==> src/rtl/ps2_host_tx.sv <==
// ps2_host_tx: host-to-device PS/2 transmitter.
// Drives the shared open-drain clock/data pins to send one command byte to
// the keyboard and checks the device acknowledge. The receiver must be
// masked while busy is high.
//
// state     | meaning
// ----------+------------------------------------------------------------
// IDLE      | lines released, tx_ready=1, waiting for tx_req
// INHIBIT   | clock held low to stop any device traffic
// REQ       | clock and data held low (request-to-send, start bit)
// SHIFT     | clock released, next bit placed on data at each device fall
// ACK       | stop bit released, device acknowledge sampled at next fall
// WAIT_IDLE | waiting for both lines to return high before reporting
module ps2_host_tx #(
  parameter int CLK_FREQ   = 28_000_000,
  parameter int INHIBIT_US = 120,
  parameter int TIMEOUT_US = 15000,
  parameter int FILT       = 16
) (
  input  logic       clk28,
  input  logic       rst_n,
  input  logic       ps2_clk_in,
  input  logic       ps2_dat_in,
  output logic       ps2_clk_oe,
  output logic       ps2_dat_oe,
  input  logic [7:0] tx_data,
  input  logic       tx_req,
  output logic       tx_ready,
  output logic       busy,
  output logic       tx_done,
  output logic       tx_error
);

  localparam int CYC_US  = CLK_FREQ / 1_000_000;
  localparam int INH_CYC = INHIBIT_US * CYC_US;
  localparam int WD_CYC  = TIMEOUT_US * CYC_US;
  localparam int TMR_MAX = (INH_CYC > CYC_US) ? INH_CYC : CYC_US;
  localparam int TW      = $clog2(TMR_MAX + 1);
  localparam int WW      = $clog2(WD_CYC + 1);
  localparam int FW      = $clog2(FILT + 1);

  localparam logic [TW-1:0] INH_LD  = TW'(INH_CYC - 1);
  localparam logic [TW-1:0] REQ_LD  = TW'(CYC_US - 1);
  localparam logic [WW-1:0] WD_LD   = WW'(WD_CYC - 1);
  localparam logic [FW-1:0] FILT_TC = FW'(FILT - 1);

  typedef enum logic [2:0] {
    S_IDLE, S_INHIBIT, S_REQ, S_SHIFT, S_ACK, S_WAIT_IDLE
  } state_t;

  // bit 0 = clock pin, bit 1 = data pin
  logic [1:0] pin_raw, pin_s1, pin_s2, pin_f;
  logic       clk_f, dat_f, clk_f_d, fall;

  state_t     state, state_nx;
  logic [TW-1:0] tmr, tmr_nx;
  logic [WW-1:0] wd, wd_nx;
  logic [3:0] bit_n, bit_n_nx;
  logic [7:0] data_q, data_nx;
  logic       par, par_nx, ok, ok_nx;
  logic       clk_oe_q, clk_oe_nx, dat_oe_q, dat_oe_nx;
  logic       done_q, done_nx, err_q, err_nx;

  assign pin_raw = {ps2_dat_in, ps2_clk_in};

  // Two-flop synchronizer for both pins; idle level is high.
  always_ff @(posedge clk28 or negedge rst_n) begin
    if (!rst_n) begin
      pin_s1 <= 2'b11;
      pin_s2 <= 2'b11;
    end else begin
      pin_s1 <= pin_raw;
      pin_s2 <= pin_s1;
    end
  end

  for (genvar g = 0; g < 2; g++) begin : g_filt
    logic [FW-1:0] cnt;
    logic          lvl;
    // Filtered level follows the pin only after FILT consecutive disagreeing samples.
    always_ff @(posedge clk28 or negedge rst_n) begin
      if (!rst_n) begin
        cnt <= '0;
        lvl <= 1'b1;
      end else if (pin_s2[g] == lvl) begin
        cnt <= '0;
      end else if (cnt == FILT_TC) begin
        cnt <= '0;
        lvl <= pin_s2[g];
      end else begin
        cnt <= cnt + 1'b1;
      end
    end
    assign pin_f[g] = lvl;
  end

  assign clk_f = pin_f[0];
  assign dat_f = pin_f[1];

  // Delayed filtered clock for the falling-edge strobe.
  always_ff @(posedge clk28 or negedge rst_n) begin
    if (!rst_n) clk_f_d <= 1'b1;
    else        clk_f_d <= clk_f;
  end

  assign fall = clk_f_d & ~clk_f;

  // State and datapath registers; pins reset to released asynchronously.
  always_ff @(posedge clk28 or negedge rst_n) begin
    if (!rst_n) begin
      state    <= S_IDLE;
      tmr      <= '0;
      wd       <= '0;
      bit_n    <= '0;
      data_q   <= '0;
      par      <= 1'b0;
      ok       <= 1'b0;
      clk_oe_q <= 1'b0;
      dat_oe_q <= 1'b0;
      done_q   <= 1'b0;
      err_q    <= 1'b0;
    end else begin
      state    <= state_nx;
      tmr      <= tmr_nx;
      wd       <= wd_nx;
      bit_n    <= bit_n_nx;
      data_q   <= data_nx;
      par      <= par_nx;
      ok       <= ok_nx;
      clk_oe_q <= clk_oe_nx;
      dat_oe_q <= dat_oe_nx;
      done_q   <= done_nx;
      err_q    <= err_nx;
    end
  end

  // Next-state, pin drive and result pulses; watchdog overrides everything.
  always_comb begin
    state_nx  = state;
    tmr_nx    = tmr;
    wd_nx     = wd;
    bit_n_nx  = bit_n;
    data_nx   = data_q;
    par_nx    = par;
    ok_nx     = ok;
    clk_oe_nx = clk_oe_q;
    dat_oe_nx = dat_oe_q;
    done_nx   = 1'b0;
    err_nx    = 1'b0;

    case (state)
      S_IDLE: begin
        clk_oe_nx = 1'b0;
        dat_oe_nx = 1'b0;
        if (tx_req) begin
          data_nx   = tx_data;
          par_nx    = ~^tx_data;
          tmr_nx    = INH_LD;
          clk_oe_nx = 1'b1;
          state_nx  = S_INHIBIT;
        end
      end
      S_INHIBIT: begin
        if (tmr == '0) begin
          dat_oe_nx = 1'b1;
          tmr_nx    = REQ_LD;
          state_nx  = S_REQ;
        end else begin
          tmr_nx = tmr - 1'b1;
        end
      end
      S_REQ: begin
        if (tmr == '0) begin
          clk_oe_nx = 1'b0;
          bit_n_nx  = '0;
          wd_nx     = WD_LD;
          state_nx  = S_SHIFT;
        end else begin
          tmr_nx = tmr - 1'b1;
        end
      end
      S_SHIFT: begin
        if (fall) begin
          bit_n_nx = bit_n + 1'b1;
          if (bit_n < 4'd8) begin
            dat_oe_nx = ~data_q[bit_n[2:0]];
          end else if (bit_n == 4'd8) begin
            dat_oe_nx = ~par;
          end else begin
            dat_oe_nx = 1'b0;
            state_nx  = S_ACK;
          end
        end
      end
      S_ACK: begin
        if (fall) begin
          ok_nx    = ~dat_f;
          state_nx = S_WAIT_IDLE;
        end
      end
      S_WAIT_IDLE: begin
        if (clk_f && dat_f) begin
          done_nx  = ok;
          err_nx   = ~ok;
          state_nx = S_IDLE;
        end
      end
      default: state_nx = S_IDLE;
    endcase

    if (state == S_SHIFT || state == S_ACK || state == S_WAIT_IDLE) begin
      if (wd == '0) begin
        state_nx  = S_IDLE;
        clk_oe_nx = 1'b0;
        dat_oe_nx = 1'b0;
        done_nx   = 1'b0;
        err_nx    = 1'b1;
      end else begin
        wd_nx = wd - 1'b1;
      end
    end
  end

  assign ps2_clk_oe = clk_oe_q;
  assign ps2_dat_oe = dat_oe_q;
  assign tx_ready   = (state == S_IDLE);
  assign busy       = ~tx_ready;
  assign tx_done    = done_q;
  assign tx_error   = err_q;

endmodule

==> config.mk <==
export PLATFORM = sky130hd
export DESIGN_NAME = ps2_host_tx
export DESIGN_NICKNAME = d
export VERILOG_FILES = /design/src/rtl/ps2_host_tx.sv
export SDC_FILE = /design/constraint.sdc
export NUM_CORES = 1
export LEC_CHECK = 0
export ABC_CLOCK_PERIOD_IN_PS = 2560
export BUFFER_PORTS_ARGS = -buffer_cell sky130_fd_sc_hd__buf_2
export CAP_MARGIN = 25
export CORE_MARGIN = 5
export CORE_UTILIZATION = 50
export DETAILED_ROUTE_END_ITERATION = 10
export GPL_ROUTABILITY_DRIVEN = 0
export PLACE_DENSITY = 0.76
export RECOVER_POWER = 100
export SLEW_MARGIN = 20
export SYNTH_ARGS = -nofsm -noshare
export SYNTH_HDL_FRONTEND = slang
export SYNTH_SLANG_ARGS = --single-unit
==> constraint.sdc <==
create_clock -name clk28 -period 2.56 [get_ports clk28]
set_clock_uncertainty 0.2 [all_clocks]
set_input_delay 0.256 -clock clk28 [delete_from_list [all_inputs] [get_ports clk28]]
set_output_delay 0.256 -clock clk28 [all_outputs]
set_load 0.02 [all_outputs]
==> results of run 1 <==
[power groups by stage]
| stage | Combinational, mW | Clock [mW] | Sequential (mW) |
|---|---|---|---|
| after CTS | 0.757 | 0.988 | 1.44 |
| after global routing | 0.822 | 1.04 | 1.47 |
| final | 0.739 | 0.966 | 1.44 |
| after floorplan | 0.588 | 0 | 1.40 |
| after global placement | 0.719 | 0 | 1.44 |
| after detailed placement | 0.745 | 0 | 1.45 |
[Yosys cell counts, types with 4 or more instances]
library cell	count
nand2_1	29
inv_1	12
and2_1	6
a31oi_1	6
ha_1	7
or3_1	6
nor3_1	12
xnor2_1	7
mux2_2	10
nor4_1	4
a21oi_1	8
a22o_1	4
nand3_1	12
dfstp_2	7
nor2_1	37
o21ai_0	19
mux2i_1	9
xor2_1	9
and3_1	4
nor2b_1	6
dfrtp_1	62
nand2b_1	5
o31ai_1	6
[area by class of cell]
type                            count  share of cell area, %
Sequential cell                    69                   41.5
Clock inverter                      6                   2.12
Tap cell                           99                   2.96
Multi-Input combinational cell    260                   43.1
Inverter                           12                   1.08
Timing Repair Buffer               39                   6.19
Clock buffer                       10                   3.05
[state kept, by name, indices dropped and copies added, names as in the netlist]
signal / cells
dat_f: 1
tx_done: 1
wd: 19
ps2_dat_oe: 1
clk_f_d: 1
data_q: 8
g_filt.cnt: 10
pin_s2: 2
clk_f: 1
tx_error: 1
state: 3
pin_s1: 2
tmr: 12
ps2_clk_oe: 1
ok: 1
bit_n: 4
par: 1
[timing repair]
item                      CTS  global route
setup buffers               0             0
hold buffers               11             0
hold endpoints to repair   72             0
[per-stage QoR]
stage / instances / power [mW] / hold WS [ns]
2_1_floorplan: 350 / 1.98 / -0.240
3_3_place_gp: 468 / 2.16 / 0.110
3_5_place_dp: 468 / 2.20 / 0.107
4_1_cts: 495 / 3.18 / 0.139
5_1_grt: 495 / 3.33 / 0.155
6_report: 495 / 3.14 / 0.160
[metal layers]
metal  GRT usage (%)  share of wire [%]  wire (µm)  vias up
li1                -                  -          -     1358
met1            23.7                 50       3500     1316
met2            26.6                 46       3280       53
met3            4.58                3.9        274        2
met4            5.29               0.25         18        0
met5               0                  0          0        -
[layout by cell type, fill, tap and decap left out, drive strengths merged, types with 3 or more instances in the layout]
cell type     n
a31oi         6
nor3         15
nand2        29
nand3        13
nor2         38
buf          20
nor2b         6
xor2          9
dlygate4sd3  11
clkbuf       18
and3          4
dfrtp        62
or2           3
inv          12
nor3b         3
ha            7
mux2         10
nand2b        5
a21oi         9
and2          6
dfstp         7
xnor2         7
nor4          7
o21ai        21
a22o          4
a221o         3
mux2i         9
or4           3
or3           6
o31ai         6
[worst paths after layout]
kind | startpoint | to | slack, ns
worst max register to register | wd[7] | wd[13] | 0.25
worst min register to register | pin_s1[1] | pin_s2[1] | 0.16
min in group asynchronous | rst_n | tmr[3] | 0.76
max in group asynchronous | rst_n | wd[13] | 0.40
worst min-delay path | pin_s1[1] | pin_s2[1] | 0.16
worst max-delay path | wd[7] | wd[13] | 0.25
[logic make-up (layout without fill, tap and decap cells)]
kind of cell,after synthesis,after routing,share of synthesized area (%)
multiplexers,21,21,6.82
XOR/XNOR,16,16,3.86
flip-flops,69,69,47.8
AO/OA/AOI/OAI,70,70,13.6
buffers and inverters,21,67,2.65
AND/OR/NAND/NOR,146,146,22.9
adder cells (fa/ha/maj),7,7,2.41
==> results.json, run 1 <==
{
  "synthCells": 350,
  "drv_cap": 1,
  "nFillCells": 590,
  "final_layout_size_suffix_gt1_share_pct": 17.7,
  "reg2reg_depth": 5,
  "drt_pass1_iterations": 4,
  "htree_num_levels": 3,
  "clkSinkCount": 69,
  "die_w_um": 95.2,
  "min_path_cells": 0,
  "drtIter0Drc": 153,
  "grtUsageTotal_pct": 17.2,
  "cts.repair.resized": 0,
  "ir_drop_v": 0.000632,
  "post_dp_cell_area_um2": 3880,
  "synth.yosys.seq_area_share_pct": 47.8,
  "status": "finished with violations",
  "end_kind": "flip-flop",
  "synth_seq_cells": 69,
  "syn_area_um2": 3630,
  "post-place-ws_ns": 0.252,
  "antenna_left": 0,
  "clk_pin_slew_ns": 0.08,
  "power_density_nw_per_um2": 752,
  "hold_class": "reg -> reg",
  "p_sw_mw": 0.979,
  "avgSynthCellArea_um2": 10.4,
  "cts_made_buffers": 9,
  "coreArea_um2": 7180,
  "wire_per_inst_um": 14.3,
  "clk_path_buf_depth": 2,
  "area_growth_pct": 15.1,
  "fmax_mhz": 433,
  "antennaDiodeCount": 0,
  "port_buffers": 18,
  "worst-path-buf-inv": 0,
  "min_period_ns": 2.31,
  "crit_fanout": 16,
  "synthArstFlopShare_pct": 100,
  "synth_warnings": 0,
  "final_hold_viol_count": 0,
  "design_area_um2": 4180,
  "wirelength_um": 7070,
  "worst_pin_slew_ns": 1.66,
  "post_drt_via_cell_ratio": 5.51,
  "violations": "capacitance limit, slew limit",
  "p_sw_share_pct": 31.1,
  "power.internal_mw": 2.16,
  "die_h_um": 95.2,
  "crit_path_start_kind": "flip-flop",
  "critPathArrivalTime_ns": 2.32,
  "cts_tree": "yes",
  "design.die.area_um2": 9070,
  "slew_headroom_pct": -10.9,
  "dp_hpwl_um": 4900,
  "grt_max_degree": 70,
  "leakagePower_nw": 1.88,
  "grt_antenna_before_repair": 0,
  "synth.largest_area_cell": "dfrtp_1",
  "final_util_pct": 58.3,
  "cp_num_cells": 5,
  "num_rows": 31,
  "grt_pass1_wl_um": 12200,
  "crit_type": "reg -> reg",
  "root_buffer": "clkbuf_8",
  "nets": 411,
  "slowest_stage": "o21ai_2",
  "io_pins": 19,
  "synth_edf_count": 0,
  "fin_ws_ns": 0.252,
  "synth.area.top_cells": "dfrtp_1, dfstp_2, nor2_1",
  "overflow": 0,
  "yosysTopAreaCellShare_pct": 42.7,
  "synthFlopType": "dfrtp_1",
  "crit_chain": "nor4_2, nand4_2, o21ai_2, and4bb_1, mux2i_1",
  "max_stage_delay_ns": 0.53,
  "crit_family": "simple AND/OR/NAND/NOR gates",
  "routed-via-count": 2729,
  "required_ns": 2.57,
  "synth_nets": 370,
  "setup_viol": 0,
  "drc": 0,
  "clock_latency_ns": 0.35,
  "grt_pass1_vias": 2628,
  "regArea_um2": 1740,
  "start_util_pct": 50.6,
  "p_clk_share_pct": 30.7,
  "p_seq_share_pct": 45.8,
  "tns_ns": 0,
  "finalCritPeriodShare_pct": 90.1,
  "multi_input_area_um2": 1800,
  "finalMaxSlewViolations": 70,
  "rsz0062_at_grt": "no",
  "ys_types": 67,
  "comb_power_share_pct": 23.5
}
Power figures use the tool's default switching activity.
==> run 2: changes to the inputs <==
ABC_CLOCK_PERIOD_IN_PS = 2400   (was 2560)
clock period = 2.4 ns   (was 2.56 ns; I/O delays follow)
==> results.json, run 2 (synthesis results as in run 1) <==
{
  "antenna_left": 0,
  "grt_max_degree": 70,
  "layout_commonest_cell": "dfrtp_1",
  "finalCritPeriodShare_pct": 94.0,
  "min_period_ns": 2.26,
  "top_register": "wd",
  "drtIter0Drc": 198,
  "die_h_um": 95.2,
  "post_dp_cell_area_um2": 3920,
  "leakagePower_nw": 1.92,
  "max_stage_delay_ns": 0.36,
  "clk_pin_slew_ns": 0.08,
  "mostFrequentLayoutCells": "dfrtp_1, nor2_1, nand2_1",
  "post_drt_via_cell_ratio": 5.66,
  "slowest_stage": "dfrtp_1",
  "tns_ns": 0,
  "drt_pass1_iterations": 4,
  "drv_cap": 0,
  "htree_num_levels": 3,
  "cts_tree": "yes",
  "routed-via-count": 2841,
  "design_area_um2": 4250,
  "crit_fanout": 13,
  "clk_path_buf_depth": 2,
  "nets": 418,
  "start_util_pct": 50.6,
  "crit_chain": "inv_1, ha_1, nor4b_2, buf_4, nand4b_4, a21o_1, o21ai_0, a221o_1",
  "setup_viol": 0,
  "worstHoldStart": "tx_req",
  "slew_headroom_pct": 1.66,
  "root_buffer": "clkbuf_8",
  "design.die.area_um2": 9070,
  "crit_family": "compound AO/OA/AOI/OAI gates",
  "hold_class": "in -> reg",
  "reg2reg_depth": 8,
  "required_ns": 2.44,
  "grtUsageTotal_pct": 18.6,
  "status": "complete, no violations",
  "dp_hpwl_um": 5060,
  "io_pins": 19,
  "clkSinkCount": 69,
  "area_growth_pct": 16.8,
  "hold_path_end": "tmr[8]",
  "crit_path_start_kind": "flip-flop",
  "grt_pass1_wl_um": 13200,
  "port_buffers": 18,
  "critPathArrivalTime_ns": 2.29,
  "final_util_pct": 59.2,
  "drc": 0,
  "clock_latency_ns": 0.35,
  "fmax_mhz": 443,
  "die_w_um": 95.2,
  "ir_drop_v": 0.000617,
  "rsz0062_at_grt": "no",
  "wire_per_inst_um": 14.8,
  "r2r-end": "tmr[8]",
  "end_kind": "flip-flop",
  "min_path_cells": 3,
  "antennaDiodeCount": 0,
  "overflow": 0,
  "coreArea_um2": 7180,
  "grt_pass1_vias": 2835,
  "largest_register_ffs": 19,
  "cts_made_buffers": 9,
  "crit_type": "reg -> reg",
  "cp_num_cells": 8,
  "worst_pin_slew_ns": 1.48,
  "num_rows": 31,
  "reg2reg_from": "tmr[0]",
  "finalMaxSlewViolations": 0,
  "wirelength_um": 7410,
  "grt_antenna_before_repair": 0,
  "regToRegSetupSlack_ns": 0.14,
  "top_regs": "wd: 19 flops, tmr: 12 flops, g_filt.cnt: 10 flops",
  "power_density_nw_per_um2": 805,
  "worst-path-buf-inv": 2,
  "final_hold_viol_count": 0,
  "final_layout_size_suffix_gt1_share_pct": 19.1
}
[run 2: tightest hold or removal path: cells and delay by family]
kind            cells  cell delay, ns
buf+inv             1            0.13
simple gates        1            0.17
compound gates      1            0.11
[run 2: cell type report]
cell class | instances | area (µm²)
clock buffers | 9 | 124
multi-input cells | 260 | 1820
flip-flops and latches | 69 | 1740
inverters | 12 | 45.0
fillers | 586 | 2930
repair buffers | 46 | 303
well taps | 99 | 124
clock inverters | 7 | 98.8
[run 2: routing by layer]
layer | vias up | GRT usage (%) | part of all wire [%]
met5 | - | 0 | 0
met3 | 12 | 3.71 | 4.5
met2 | 83 | 28.6 | 47
li1 | 1374 | - | -
met1 | 1372 | 25.4 | 47
met4 | 0 | 8.41 | 1.9
[run 2: what timing repair did]
item	in CTS	in global routing
setup endpoints to repair	0	16
gates resized for setup	0	3
buffers inserted	0	2
hold endpoints to repair	72	0
hold buffers	11	0
[run 2: worst max path at each step]
stage / from / endpoint
final: tmr[0] / tmr[8]
after global routing: tmr[0] / tmr[2]
after CTS: wd[7] / wd[13]
after detailed placement: tmr[4] / wd[9]
after global placement: tmr[4] / wd[9]
after floorplan: state[1] / data_q[0]
[run 2: power breakdown]
| group | switching, mW | internal (mW) | total, mW |
|---|---|---|---|
| clock | 0.468 | 0.590 | 1.06 |
| combinational | 0.445 | 0.394 | 0.838 |
| sequential | 0.174 | 1.35 | 1.52 |
[run 2: through the flow]
step	hold WS, ns	std cells	power [mW]	setup slack, ns
floorplan	-0.256	350	2.12	0.226
detailed placement	0.0943	473	2.35	0.0623
CTS	0.132	500	3.43	0.0414
global route	0.168	502	3.62	0.00407
finish	0.139	502	3.42	0.143
global placement	0.0911	473	2.30	0.179
